$ cat src/rtl/brnch_recv_queue_pkg.sv
// Shared constants and helpers for the branch recovery queue.
package brnch_recv_queue_pkg;

  localparam int BRQ_DEPTH = 8;
  localparam int BRQ_PTR_W = 3;
  localparam int ADDR_W    = 16;

  typedef logic [BRQ_PTR_W-1:0] brq_tag_t;

  // Program-order distance of a tag from the head; larger means younger.
  function automatic brq_tag_t brq_age(input brq_tag_t tag, input brq_tag_t head);
    return tag - head;
  endfunction

endpackage

$ cat src/rtl/brq_entry_array.sv
// Recovery-PC storage: two write ports (one per allocation slot), one async read port.
module brq_entry_array #(
  parameter int DEPTH  = 8,
  parameter int PTR_W  = 3,
  parameter int ADDR_W = 16
) (
  input  logic              clk,
  input  logic              we0,
  input  logic [PTR_W-1:0]  waddr0,
  input  logic [ADDR_W-1:0] wdata0,
  input  logic              we1,
  input  logic [PTR_W-1:0]  waddr1,
  input  logic [ADDR_W-1:0] wdata1,
  input  logic [PTR_W-1:0]  raddr,
  output logic [ADDR_W-1:0] rdata
);

  logic [ADDR_W-1:0] mem [DEPTH];

  // The two write addresses are always tail and tail+1, so they never collide.
  always_ff @(posedge clk) begin
    if (we0) mem[waddr0] <= wdata0;
    if (we1) mem[waddr1] <= wdata1;
  end

  assign rdata = mem[raddr];

endmodule

$ cat src/rtl/brnch_recv_queue.sv
// Branch recovery queue: tracks in-flight predicted branches in program order,
// retires correct ones from the head and redirects fetch on a mispredict.
module brnch_recv_queue #(
  parameter int DEPTH  = brnch_recv_queue_pkg::BRQ_DEPTH,
  parameter int PTR_W  = brnch_recv_queue_pkg::BRQ_PTR_W,
  parameter int ADDR_W = brnch_recv_queue_pkg::ADDR_W
) (
  input  logic              clk,
  input  logic              rst,
  input  logic              alloc_vld0,
  input  logic              alloc_vld1,
  input  logic [ADDR_W-1:0] recv_pc0,
  input  logic [ADDR_W-1:0] recv_pc1,
  output logic              alloc_rdy,
  output logic [PTR_W-1:0]  alloc_tag0,
  output logic [PTR_W-1:0]  alloc_tag1,
  input  logic              resolve_vld,
  input  logic [PTR_W-1:0]  resolve_tag,
  input  logic              resolve_mispred,
  output logic              flush_vld,
  output logic [ADDR_W-1:0] flush_pc,
  output logic [PTR_W:0]    count,
  output logic              empty,
  output logic              full
);

  import brnch_recv_queue_pkg::*;

  logic [DEPTH-1:0]  valid_q, done_q, valid_nxt, done_nxt, squash_mask;
  logic [PTR_W-1:0]  head_q, tail_q, tail_nxt;
  logic [PTR_W:0]    count_q, count_nxt, n_alloc, n_squash;
  logic [PTR_W+1:0]  count_add, count_sub;
  logic              count_ok;
  logic              flush_vld_q;
  logic [ADDR_W-1:0] flush_pc_q, rd_pc;
  logic              resolve_hit, mispred, retire, do_alloc0, do_alloc1;

  assign resolve_hit = resolve_vld && valid_q[resolve_tag];
  assign mispred     = resolve_hit && resolve_mispred;
  assign retire      = valid_q[head_q] && done_q[head_q];

  // Any mispredict on the resolve port blocks allocation, even a stale one.
  assign alloc_rdy  = (count_q <= (PTR_W+1)'(DEPTH - 2)) && !(resolve_vld && resolve_mispred);
  assign alloc_tag0 = tail_q;
  assign alloc_tag1 = tail_q + PTR_W'(1);
  assign do_alloc0  = alloc_rdy && alloc_vld0;
  assign do_alloc1  = do_alloc0 && alloc_vld1;
  assign n_alloc    = {{PTR_W{1'b0}}, do_alloc0} + {{PTR_W{1'b0}}, do_alloc1};

  // Squash every live entry younger than the mispredicted one.
  always_comb begin
    squash_mask = '0;
    n_squash    = '0;
    for (int i = 0; i < DEPTH; i++) begin
      if (mispred && valid_q[i] &&
          (brq_age(brq_tag_t'(i), head_q) > brq_age(resolve_tag, head_q)))
        squash_mask[i] = 1'b1;
      n_squash = n_squash + {{PTR_W{1'b0}}, squash_mask[i]};
    end
  end

  always_comb begin
    valid_nxt = valid_q & ~squash_mask;
    done_nxt  = done_q;
    if (resolve_hit) done_nxt[resolve_tag] = 1'b1;
    if (retire)      valid_nxt[head_q] = 1'b0;
    if (do_alloc0) begin
      valid_nxt[alloc_tag0] = 1'b1;
      done_nxt[alloc_tag0]  = 1'b0;
    end
    if (do_alloc1) begin
      valid_nxt[alloc_tag1] = 1'b1;
      done_nxt[alloc_tag1]  = 1'b0;
    end
  end

  assign tail_nxt  = mispred ? (resolve_tag + PTR_W'(1)) : (tail_q + n_alloc[PTR_W-1:0]);
  assign count_nxt = count_q + n_alloc - {{PTR_W{1'b0}}, retire} - n_squash;
  assign count_add = {1'b0, count_q} + {1'b0, n_alloc};
  assign count_sub = {1'b0, {PTR_W{1'b0}}, retire} + {1'b0, n_squash};
  assign count_ok  = (count_add >= count_sub) &&
                     ((count_add - count_sub) <= (PTR_W+2)'(DEPTH));

  always_ff @(posedge clk) begin
    if (rst) begin
      valid_q     <= '0;
      done_q      <= '0;
      head_q      <= '0;
      tail_q      <= '0;
      count_q     <= '0;
      flush_vld_q <= 1'b0;
      flush_pc_q  <= '0;
    end else begin
      assert (count_ok);
      valid_q     <= valid_nxt;
      done_q      <= done_nxt;
      head_q      <= head_q + {{(PTR_W-1){1'b0}}, retire};
      tail_q      <= tail_nxt;
      count_q     <= count_nxt;
      flush_vld_q <= mispred;
      if (mispred) flush_pc_q <= rd_pc;
    end
  end

  brq_entry_array #(
    .DEPTH  (DEPTH),
    .PTR_W  (PTR_W),
    .ADDR_W (ADDR_W)
  ) u_entry_array (
    .clk    (clk),
    .we0    (do_alloc0),
    .waddr0 (alloc_tag0),
    .wdata0 (recv_pc0),
    .we1    (do_alloc1),
    .waddr1 (alloc_tag1),
    .wdata1 (recv_pc1),
    .raddr  (resolve_tag),
    .rdata  (rd_pc)
  );

  assign flush_vld = flush_vld_q;
  assign flush_pc  = flush_pc_q;
  assign count     = count_q;
  assign empty     = (count_q == '0);
  assign full      = (count_q == (PTR_W+1)'(DEPTH));

endmodule

$ cat config.mk
export PLATFORM = sky130hd
export DESIGN_NAME = brnch_recv_queue
export DESIGN_NICKNAME = d
export VERILOG_FILES = /design/src/rtl/brnch_recv_queue_pkg.sv /design/src/rtl/brq_entry_array.sv /design/src/rtl/brnch_recv_queue.sv
export SDC_FILE = /design/constraint.sdc
export NUM_CORES = 1
export LEC_CHECK = 0
export CORE_ASPECT_RATIO = 1.25
export CORE_UTILIZATION = 50
export DETAILED_ROUTE_END_ITERATION = 8
export PLACE_DENSITY = 0.71
export SLEW_MARGIN = 5
export SYNTH_ARGS = -nofsm -noshare
export SYNTH_HDL_FRONTEND = slang
export SYNTH_SLANG_ARGS = --single-unit
$ cat constraint.sdc
create_clock -name clk -period 16.7 [get_ports clk]
set_clock_uncertainty 0.1 [all_clocks]
set_input_delay 1.67 -clock clk [delete_from_list [all_inputs] [get_ports clk]]
set_output_delay 1.67 -clock clk [all_outputs]
set_load 0.03 [all_outputs]
==> key figures <==
Run status
  – Run status: complete, no violations

Logic synthesis
  – Seq/Total Area, Yosys: 52.5%
  – Post-synth cell types: 61
  – Avg Inst Size Synth: 12.8 um^2
  – Syn_nets: 776
  – Synth top area cells: edfxtp_1 43%, mux2_1 15%, dfxtp_1 9.6%
  – Synth Cell Area: 0.00897 mm^2
  – Commonest cells in the synthesized netlist: 128 x edfxtp_1, 122 x mux2_1, 64 x a22oi_1
  – Post-synth ARST share: 0%
  – Top FF cell, synth: edfxtp_1
  – Largest area contributor in the netlist: edfxtp_1
  – Seq cells post-synth: 171
  – EDFF count, synth: 128
  – Count leader, synth: edfxtp_1
  – Synth warnings: 0
  – Post-synth top area share: 42.9%
  – Post-Syn Instances: 698

Clock network
  – Clk buf depth: 2
  – TritonCTS Buffers: 17
  – Clock Sinks: 171
  – Root Buffer: clkbuf_16
  – Worst-Skew Late Latency: 430 ps
  – # resized after CTS: 0
  – TritonCTS clock tree: built
  – Setup Buffers After CTS: 0
  – H-tree levels: 4
  – Clk slew on worst S/H paths: 70 ps
  – Hold_buf cts: 0

Detailed routing
  – DR DRC count: 0
  – Top routing layer in use: met5
  – Drt pass-1 iters: 5
  – Metal-1 WL: 9.96 mm
  – Post-route antenna net violation count: 0
  – Wirelength per Cell: 24.7 um
  – Total wire length: 24.6 mm
  – 1st-iter DRT viols: 521
  – Vias after detailed routing: 6,326
  – Met3 routed WL: 1.90 mm
  – Routed wl met2: 12.1 mm
  – Vias per cell: 6.35

STA
  – Fin crit period: 7940 ps
  – Worst setup slack after layout: 8760 ps
  – RSZ-0062 raised after global routing: false
  – Final setup viols: 0
  – Final hold violations: 0
  – Setup TNS: 0 ps
  – Final Max Slew Viols: 0
  – Final Cycle Share: 47.5%
  – Fmax: 126 MHz
  – Slew @ Worst Pin: 1210 ps
  – Slew HR: 19.4%

Global route
  – Vias in the first global route: 6,262
  – Antenna violations before repair: 1
  – First-pass GRT wire length: 37.1 mm
  – Grt total ovfl: 0
  – Gr usage total: 27.7%
  – Largest net degree at the start of global routing: 41

Die
  – Core area: 0.0175 mm^2
  – I/O Pins: 71
  – Die Span X: 122 um
  – Die Area: 0.0185 mm^2
  – Initial core utilization: 51.3%
  – Die H: 152 um
  – Num rows: 54

Flow run
  – Max_cap viols: 0

Power
  – Comb pwr share: 12.0%
  – PwrDens: 97.5 mW/mm^2
  – Peak VDD IR: 0.0692 mV
  – Sw frac: 24.4%
  – Clk pwr share: 40.4%
  – Leakage power: 3.61 nW
  – Internal: 0.778 mW
  – Sequential fraction of design power: 47.6%
  – Sw power: 0.251 mW

Final layout
  – Layout cells sized above 1: 9.33%
  – Antenna fix cells: 0
  – Fin util: 60.3%
  – Post-layout nets: 837
  – Post-route insts no fill: 996
  – Fill cell total of the finished layout: 1,374
  – Design Area, Final: 0.0105 mm^2
  – Area Overhead vs Synth: 17.6%

Critical path
  – Number of cells on the critical path: 26
  – R2R cell count: 24
  – CP Launch Type: input port
  – Worst Path Buf+Inv: 8
  – Cell mode on critical path: inv_1
  – Delay-heaviest family, CP: adder cells
  – Arrival time worst endpoint: 8120 ps
  – WS Path Type: in -> reg
  – CP required: 16,890 ps
  – Slowest cell delay on critical path: 770 ps
  – Crit end category: flop
  – Critical-path top delay cell: clkdlybuf4s50_1
  – Crit-path max FO: 11

Placement
  – Port-buffer cells: 70
  – Dpl cells: 964
  – Hpwl dp: 14.5 mm
  – RePlAce Congestion: 0.941
  – Placed Instance Area: 0.00994 mm^2
  – Pre-CTS WS: 8330 ps

Hold path
  – Hold Crit Depth: 2
  – Hold Crit Class: reg -> reg
[worst paths after layout]
path | to | startpoint | slack, ps
setup / recovery | count[3]$_SDFF_PP0_ | resolve_tag[0] | 8760
hold / removal | flush_pc[6]$_SDFFE_PP0N_ | flush_pc[6]$_SDFFE_PP0N_ | 360
setup reg to reg | count[3]$_SDFF_PP0_ | head_q[0]$_SDFF_PP0_ | 10470
hold reg to reg | flush_pc[6]$_SDFFE_PP0N_ | flush_pc[6]$_SDFFE_PP0N_ | 360
[registers in the layout, summed over array words and instances (netlist names)]
signal	cells
flush_vld	1
alloc_tag0	3
flush_pc	16
done_q	8
head_q	3
count	4
u_entry_array.mem	128
valid_q	8
[metrics by stage]
| step | power, mW | hold WS, ps |
|---|---|---|
| after global routing | 1.05 | 374 |
| after CTS | 1.03 | 357 |
| after global placement | 0.616 | 345 |
| after detailed placement | 0.620 | 348 |
| final | 1.03 | 359 |
| after floorplan | 0.566 | 367 |
[cell usage in the layout (no fill, tap or decap), types with 7 or more instances in the layout]
| cell type | instances |
|---|---|
| buf_4 | 11 |
| ha_1 | 28 |
| a41o_1 | 17 |
| fa_1 | 9 |
| inv_2 | 7 |
| edfxtp_1 | 128 |
| a21oi_1 | 29 |
| clkbuf_16 | 17 |
| nand2_1 | 39 |
| xnor2_1 | 7 |
| inv_1 | 35 |
| a22oi_1 | 64 |
| nor3_1 | 9 |
| nor2b_1 | 10 |
| dfxtp_1 | 43 |
| mux2_1 | 122 |
| nor2_1 | 20 |
| clkdlybuf4s50_1 | 69 |
[cell families (layout without fill, tap and decap cells)]
group                    count (synthesis)  in the layout  synth area share [%]
AO/OA/AOI/OAI                          143            143                  11.8
XOR/XNOR                                11             11                  1.07
adder cells (fa/ha/maj)                 40             40                  6.25
buffers and inverters                   81            155                  3.60
flip-flops                             171            171                  52.5
multiplexers                           138            138                  17.7
AND/OR/NAND/NOR                        114            114                  7.06
[tightest hold or removal path, stage by stage (launching register included)]
cell and delay (ps):
dfxtp_1 310, nand2_1 50, a21oi_1 50
[routing by layer]
| metal | vias to the layer above | track usage (%) |
|---|---|---|
| li1 | 2816 | - |
| met1 | 3158 | 35.3 |
| met2 | 298 | 46.8 |
| met3 | 52 | 5.69 |
| met4 | 2 | 9.38 |
| met5 | - | 0 |
[final cells by class]
type	count	area (um^2)	share of cell area, %
clock inverters	11	171	1.63
repair buffers	81	778	7.38
clock buffers	21	440	4.18
multi-input cells	446	4020	38.1
flip-flops and latches	171	4700	44.6
inverters	42	158	1.49
well taps	224	280	2.66
[power groups by stage]
| stage | logic [mW] | registers, mW | clock network (mW) |
|---|---|---|---|
| final | 0.124 | 0.489 | 0.416 |
| after global routing | 0.132 | 0.490 | 0.432 |
| after global placement | 0.119 | 0.497 | 0 |
| after floorplan | 0.0680 | 0.498 | 0 |
| after detailed placement | 0.122 | 0.498 | 0 |
| after CTS | 0.123 | 0.489 | 0.419 |
Note: power is estimated with default switching activity, not from simulation.
